### src/rtl/rob_multi_commit.sv
// Reorder buffer: single-issue dispatch, N_CDB result write-back lanes, forwarding operand
// read ports and in-order retirement of up to COMMIT_W entries per cycle.
module rob_multi_commit #(
  parameter int unsigned DEPTH_W    = 4,
  parameter int unsigned DATA_W     = 32,
  parameter int unsigned REG_ADDR_W = 6,
  parameter int unsigned OPCODE_W   = 32,
  parameter int unsigned N_READ     = 6,
  parameter int unsigned N_CDB      = 2,
  parameter int unsigned COMMIT_W   = 2
) (
  input  logic                           clk,
  input  logic                           nrst,
  input  logic                           i_valid,
  output logic                           i_ready,
  output logic [DEPTH_W-1:0]             i_rsv_id,
  input  logic [REG_ADDR_W-1:0]          i_dst_reg,
  input  logic                           i_no_wait,
  input  logic [OPCODE_W-1:0]            i_opcode,
  input  logic [N_READ*DEPTH_W-1:0]      rd_id,
  output logic [N_READ*DATA_W-1:0]       rd_data,
  output logic [N_READ-1:0]              rd_filled,
  input  logic [N_CDB-1:0]               cdb_valid,
  input  logic [N_CDB*DEPTH_W-1:0]       cdb_id,
  input  logic [N_CDB*DATA_W-1:0]        cdb_data,
  input  logic [N_CDB-1:0]               cdb_exception,
  input  logic                           clear,
  output logic [COMMIT_W-1:0]            o_valid,
  input  logic                           o_ready,
  output logic [COMMIT_W*DEPTH_W-1:0]    o_rob_id,
  output logic [COMMIT_W*REG_ADDR_W-1:0] o_dst_reg,
  output logic [COMMIT_W*OPCODE_W-1:0]   o_opcode,
  output logic [COMMIT_W*DATA_W-1:0]     o_data,
  output logic [COMMIT_W-1:0]            o_exception,
  output logic [DEPTH_W:0]               count,
  output logic                           full,
  output logic                           empty
);

  localparam int unsigned DEPTH = 2 ** DEPTH_W;

  logic                  valid_q [DEPTH];
  logic                  ready_q [DEPTH];
  logic                  exc_q   [DEPTH];
  logic [DATA_W-1:0]     data_q  [DEPTH];
  logic [REG_ADDR_W-1:0] dst_q   [DEPTH];
  logic [OPCODE_W-1:0]   op_q    [DEPTH];
  logic [DEPTH_W-1:0]    head_q, tail_q;
  logic [DEPTH_W:0]      count_q, count_d;

  logic                  cdb_hit   [DEPTH];
  logic                  cdb_exc   [DEPTH];
  logic [DATA_W-1:0]     cdb_wdata [DEPTH];
  logic [DEPTH_W:0]      commit_n;
  logic                  dispatch;

  assign count    = count_q;
  assign full     = (count_q == (DEPTH_W+1)'(DEPTH));
  assign empty    = (count_q == '0);
  assign i_ready  = !full && !clear;
  assign i_rsv_id = tail_q;
  assign dispatch = i_valid && i_ready;
  assign count_d  = count_q + (DEPTH_W+1)'(dispatch) - (o_ready ? commit_n : '0);

  // Merge CDB lanes per entry: later lane wins data, exceptions accumulate.
  always_comb begin
    logic [DEPTH_W-1:0] wid;
    wid = '0;
    for (int e = 0; e < DEPTH; e++) begin
      cdb_hit[e]   = 1'b0;
      cdb_exc[e]   = 1'b0;
      cdb_wdata[e] = '0;
    end
    for (int k = 0; k < N_CDB; k++) begin
      wid = cdb_id[k*DEPTH_W +: DEPTH_W];
      if (cdb_valid[k] && valid_q[wid]) begin
        cdb_hit[wid]   = 1'b1;
        cdb_wdata[wid] = cdb_data[k*DATA_W +: DATA_W];
        cdb_exc[wid]   = cdb_exc[wid] | cdb_exception[k];
      end
    end
  end

  always_comb begin
    logic [DEPTH_W-1:0] rid;
    rid       = '0;
    rd_data   = '0;
    rd_filled = '0;
    for (int i = 0; i < N_READ; i++) begin
      rid = rd_id[i*DEPTH_W +: DEPTH_W];
      if (valid_q[rid]) begin
        rd_filled[i]                = ready_q[rid];
        rd_data[i*DATA_W +: DATA_W] = data_q[rid];
        for (int k = 0; k < N_CDB; k++) begin
          if (cdb_valid[k] && (cdb_id[k*DEPTH_W +: DEPTH_W] == rid)) begin
            rd_filled[i]                = 1'b1;
            rd_data[i*DATA_W +: DATA_W] = cdb_data[k*DATA_W +: DATA_W];
          end
        end
      end
    end
  end

  // Retire lanes form a contiguous prefix that stops after the first exception.
  always_comb begin
    logic [DEPTH_W-1:0] cidx;
    logic               chain;
    cidx        = '0;
    chain       = 1'b1;
    commit_n    = '0;
    o_valid     = '0;
    o_rob_id    = '0;
    o_dst_reg   = '0;
    o_opcode    = '0;
    o_data      = '0;
    o_exception = '0;
    for (int j = 0; j < COMMIT_W; j++) begin
      cidx = head_q + DEPTH_W'(j);
      o_rob_id[j*DEPTH_W +: DEPTH_W]        = cidx;
      o_dst_reg[j*REG_ADDR_W +: REG_ADDR_W] = dst_q[cidx];
      o_opcode[j*OPCODE_W +: OPCODE_W]      = op_q[cidx];
      o_data[j*DATA_W +: DATA_W]            = data_q[cidx];
      o_exception[j]                        = exc_q[cidx];
      if (chain && valid_q[cidx] && ready_q[cidx]) begin
        o_valid[j] = 1'b1;
        commit_n   = commit_n + 1'b1;
        chain      = !exc_q[cidx];
      end else begin
        chain = 1'b0;
      end
    end
  end

  always_ff @(posedge clk) begin
    if (nrst || clear) begin
      head_q  <= '0;
      tail_q  <= '0;
      count_q <= '0;
      for (int e = 0; e < DEPTH; e++) begin
        valid_q[e] <= 1'b0;
        ready_q[e] <= 1'b0;
        exc_q[e]   <= 1'b0;
        data_q[e]  <= '0;
        dst_q[e]   <= '0;
        op_q[e]    <= '0;
      end
    end else begin
      for (int e = 0; e < DEPTH; e++) begin
        if (cdb_hit[e]) begin
          ready_q[e] <= 1'b1;
          data_q[e]  <= cdb_wdata[e];
          exc_q[e]   <= exc_q[e] | cdb_exc[e];
        end
      end
      if (o_ready) begin
        for (int j = 0; j < COMMIT_W; j++) begin
          if (o_valid[j]) valid_q[head_q + DEPTH_W'(j)] <= 1'b0;
        end
        head_q <= head_q + commit_n[DEPTH_W-1:0];
      end
      // The tail slot is always invalid when dispatch is allowed, so no CDB/commit overlap.
      if (dispatch) begin
        valid_q[tail_q] <= 1'b1;
        ready_q[tail_q] <= i_no_wait;
        exc_q[tail_q]   <= 1'b0;
        data_q[tail_q]  <= '0;
        dst_q[tail_q]   <= i_dst_reg;
        op_q[tail_q]    <= i_opcode;
        tail_q          <= tail_q + 1'b1;
      end
      count_q <= count_d;
    end
  end

endmodule

### config.mk
export PLATFORM = sky130hd
export DESIGN_NAME = rob_multi_commit
export DESIGN_NICKNAME = d
export VERILOG_FILES = /design/src/rtl/rob_multi_commit.sv
export SDC_FILE = /design/constraint.sdc
export NUM_CORES = 2
export LEC_CHECK = 0
export BUFFER_PORTS_ARGS = -buffer_cell sky130_fd_sc_hd__buf_4
export CORE_UTILIZATION = 63
export CTS_CLUSTER_DIAMETER = 200
export DETAILED_ROUTE_END_ITERATION = 10
export HOLD_SLACK_MARGIN = 0.12
export PLACE_DENSITY_LB_ADDON = 0.2
export RECOVER_POWER = 25
export SLEW_MARGIN = 20
export SYNTH_ARGS = -nofsm -noshare
export SYNTH_HDL_FRONTEND = slang
export SYNTH_SLANG_ARGS = --single-unit
### constraint.sdc
create_clock -name clk -period 6.7 [get_ports clk]
set_clock_uncertainty 0.15 [all_clocks]
set_input_delay 0.335 -clock clk [delete_from_list [all_inputs] [get_ports clk]]
set_output_delay 0.335 -clock clk [all_outputs]
set_load 0.01 [all_outputs]
==> results of run 1 <==
logic make-up after synthesis:
| group | Yosys count | synth area share |
|---|---|---|
| xor gates and xnor gates | 58 | 0.00548 |
| and+or+nand+nor | 1595 | 0.0841 |
| adders and majority gates | 21 | 0.00291 |
| DFF | 1185 | 0.313 |
| buffers and inverters | 1003 | 0.0456 |
| AOI/OAI and AO/OA | 848 | 0.0655 |
| muxes | 2450 | 0.484 |
metrics by stage:
| stage | instance area, um2 | hold slack (ps) | util | std cells |
|---|---|---|---|---|
| 2_1_floorplan | 95500 | 302 | - | 7160 |
| 3_3_place_gp | 99700 | 318 | 0.664 | 8861 |
| 3_5_place_dp | 99800 | 339 | 0.664 | 8863 |
| 4_1_cts | 106000 | 123 | 0.707 | 9269 |
synthesized netlist by cell type, drive strengths merged, types with 16 or more instances:
| library cell | count | area (um2) |
|---|---|---|
| and2 | 612 | 3830 |
| xor2 | 41 | 367 |
| nor2 | 757 | 2860 |
| edfxtp | 615 | 18500 |
| mux2i | 712 | 7130 |
| mux4 | 1731 | 39000 |
| nand2 | 80 | 325 |
| inv | 27 | 101 |
| ha | 19 | 238 |
| dfxtp | 570 | 11400 |
| xnor2 | 17 | 156 |
| buf | 443 | 2250 |
| nor4 | 20 | 215 |
| nor3 | 17 | 95.1 |
| o311ai | 16 | 140 |
| o21ai | 43 | 241 |
| nand3 | 43 | 220 |
| a211oi | 710 | 5330 |
| clkbuf | 532 | 2000 |
layer usage:
layer  global-route usage  GRT overflow
met3                0.279             0
met2                0.706             0
met5               0.0252             0
met1                0.621             0
met4                0.388             1
repair_timing:
item,in CTS
hold buffers,148
hold endpoints to repair,1184
setup buffers,0
endpoints found under the setup margin,0
==> results.md, run 1 <==
- Num ports: 506
- Post-synth cell types: 71
- First Err: [ERROR GRT-0116] Global routing finished with congestion. Check the congestion regions in the DRC Viewer.
- Tot GR Track Use: 0.521
- Average size of a mapped cell: 13.3 um2
- Die X: ~390 um
- Grt ovf: 1
- Root buffer cell: clkbuf_16
- Post-Synthesis Cells: 7160
- Sequential area share after synthesis: 0.313
- Sink Count: 1185
- H-tree depth reported by CTS: 4
- CTS Buf Count: 138
- Syn nets: 7325
- Initial Util: 0.636
- Number of flops mapped to enable cells by yosys: 615
- Max clock buf depth: 3
- Die H: 391 um
- Yosys warnings: 0
- Detailed placer's ending HPWL: approximately 220000 um
- Global-route wire length before repair: 564000 um
- Post-CTS sizing: 0
- Row count: 142
- Ys async rst share: 0
- Place WS: between 1000 and 1500 ps
- Flops & latches, synth: 1185
- Vias in the first global route: roughly 77000
- Status: stopped before the end
- Predominant post-synthesis flop cell: edfxtp_1
- Fail Step: 5_1_grt
- Routability cong.: 0.994
- IO Port Bufs: between 500 and 600
- Post-Syn Area: 95500 um2
- Largest net degree at the start of global routing: approximately 130
==> inputs of run 2 (changes only) <==
- CORE_UTILIZATION: 63 -> 40
- CTS_CLUSTER_DIAMETER: 200 -> not set
- HOLD_SLACK_MARGIN: 0.12 -> not set
- PLACE_DENSITY_LB_ADDON: 0.2 -> 0.15
==> results.md, run 2 <==
- Power per cell area: between 150 and 200 nW/um2
- Syn nets: 7325
- IO Port Bufs: around 510
- Largest net degree at the start of global routing: about 140
- Most frequent cells in the layout: mux4_2, nor2_1, mux2i_1
- WS Path Type: register to register
- Core Area: 238000 um2
- Core Util, Final: 0.453
- Sequential area share after synthesis: 0.313
- Tot GR Track Use: 0.364
- Post-Syn Area: 95500 um2
- Row count: approximately 180
- Ys async rst share: 0
- DRC Markers: 0
- Sum Neg Setup Slack: 0 ps
- Hold_sp: cdb_exception[1]
- Commonest non-fill, non-tap cell in the layout: mux4_2
- Commonest cells post-synth: mux4_2, nor2_1, mux2i_1
- Remaining antenna violation count: 0
- Synth area leader: mux4_2
- Unrepaired setup endpoints after global routing: false
- CP dominant cell by count: inv_1
- Number of flops mapped to enable cells by yosys: 615
- Post-cts hold buffer count: 142
- Minimum clock period: ~6300 ps
- Post-Layout Cell Count: 10500
- Vias per cell: around 7.3
- Detailed placer's ending HPWL: 254000 um
- Placed cell area: 101000 um2
- Global-route wire length before repair: around 610000 um
- WL final: 444000 um
- Failing checks: capacitance limit, slew limit
- Hold_ws: 74.6 ps
- Max FO, Critical Path: 40
- Most common cell in the netlist: mux4_2
- Num ports: between 500 and 600
- Worst EP arrival: 6850 ps
- Grt ovf: 0
- Root buffer cell: clkbuf_16
- Max clock buf depth: 3
- Critical Path Start: count[2]
- Die area: 241000 um2
- Number of max-cap violations: 15
- Worst r2r src: count[2]
- Pleak: about 0.036 uW
- Initial Util: 0.402
- Routability cong.: 0.935
- Synth area leaders: mux4_2, edfxtp_1, dfxtp_1
- Crit path launch type: register
- Flops & latches, synth: 1185
- Die X: 491 um
- Vias: about 77000
- Slowest cell on crit path: nand2_2
- # fillers: between 20000 and 25000
- Final #Nets: 7330
- Post-CTS sizing: 0
- Post-Synthesis Cells: 7160
- H-tree depth reported by CTS: 4
- Predominant post-synthesis flop cell: edfxtp_1
- CP Data Required Time: 7270 ps
- Setup bufs post-CTS: 0
- Final Hold Fails: 0
- Sink Count: 1185
- WL/cell: around 42 um
- CTS tree: yes
- Average size of a mapped cell: approximately 13 um2
- Drt first-iter violations: 11700
- Slew @ Worst Pin: 2330 ps
- Final period util: 0.937
- Reg clk slew, reported paths: 60 ps
- Post-synth cell types: 71
- CTS Buf Count: between 100 and 150
- FMAX: 159 MHz
- Vias in the first global route: around 74000
- Status: finished with violations
- Yosys top cell area share: 0.408
- CP max stage delay: 1510 ps
- Slew HR: -0.553
- Drt pass-1 iters: 6
- Max-slew violation count: 480
- Share of layout cells above drive strength 1: 0.373
- CP Cell Sequence: inv_1 > ha_1 > and4bb_2 > nor3b_1 > inv_1 > nor2_1 > nand3_1 > nand2_2 > buf_4 > a211oi_1 > dlygate4sd3_1
- Initial antenna violation count: 53
- Worst VDD drop: 207 uV
- Post-route design area: 108000 um2
- Cell count after placement: approximately 10000
- Die H: between 400 and 500 um
- Tightest Hold Check Type: primary input to register
- Yosys warnings: 0
- CP endpoint kind: register
- Setup violations, final: 0
- Biggest regs: data_q: 512 flops, op_q: 512 flops, dst_q: 96 flops
- Clk Latency, worst-skew pair: 840 ps
- Synth-to-Final Area Change: 12.7%
## run 2: final timing paths
check	end	slack, ps	cells after the start
hold reg to reg	exc_q[11]	360	1
hold / removal	exc_q[9]	70	5
setup / recovery	data_q[1][12]	420	11
setup reg to reg	data_q[1][12]	420	11
## run 2: logic make-up after synthesis
family	synth area share
muxes	0.484
buffers and inverters	0.0456
DFF	0.313
AOI/OAI and AO/OA	0.0655
adders and majority gates	0.00291
and+or+nand+nor	0.0841
xor gates and xnor gates	0.00548
## run 2: stage by stage
step	worst slack [ps]	power, uW
6_report	419	18500
5_1_grt	317	18800
4_1_cts	758	18500
3_5_place_dp	1280	10000
3_3_place_gp	1320	10000
2_1_floorplan	1330	9120
## run 2: layout make-up
cell class	instances	area (um2)	share of cell area
multi-input cells	4972	61800	0.574
flip-flops and latches	1185	29900	0.278
repair buffers	829	6810	0.0633
clock buffers	193	4090	0.0380
well taps	3167	3960	0.0368
clock inverters	77	877	0.00815
inverters	28	118	0.00109
diodes	27	67.6	0.000628
## run 2: critical path, delay by kind of cell, from the launching register on
family | cells | cell delay, ps
and+or+nand+nor | 5 | 3620
adders and majority gates | 1 | 300
AOI/OAI and AO/OA | 1 | 80
buffers and inverters | 4 | 1590
DFF | 1 | 380
## run 2: power by group
part | internal [uW] | switching, uW | total, uW | leakage, uW
clock network | 4870 | 3590 | 8460 | 0.00242
logic | 690 | 1440 | 2130 | 0.0223
registers | 7790 | 96.9 | 7880 | 0.0114
total | 13300 | 5120 | 18500 | 0.0362
## run 2: routing by layer
metal / wire, um / track usage
met2: 191000 / 0.530
met5: 205 / 0
met3: 61500 / 0.135
met1: 159000 / 0.463
met4: 31700 / 0.211
No activity file was read; power rests on OpenSTA's default activity.
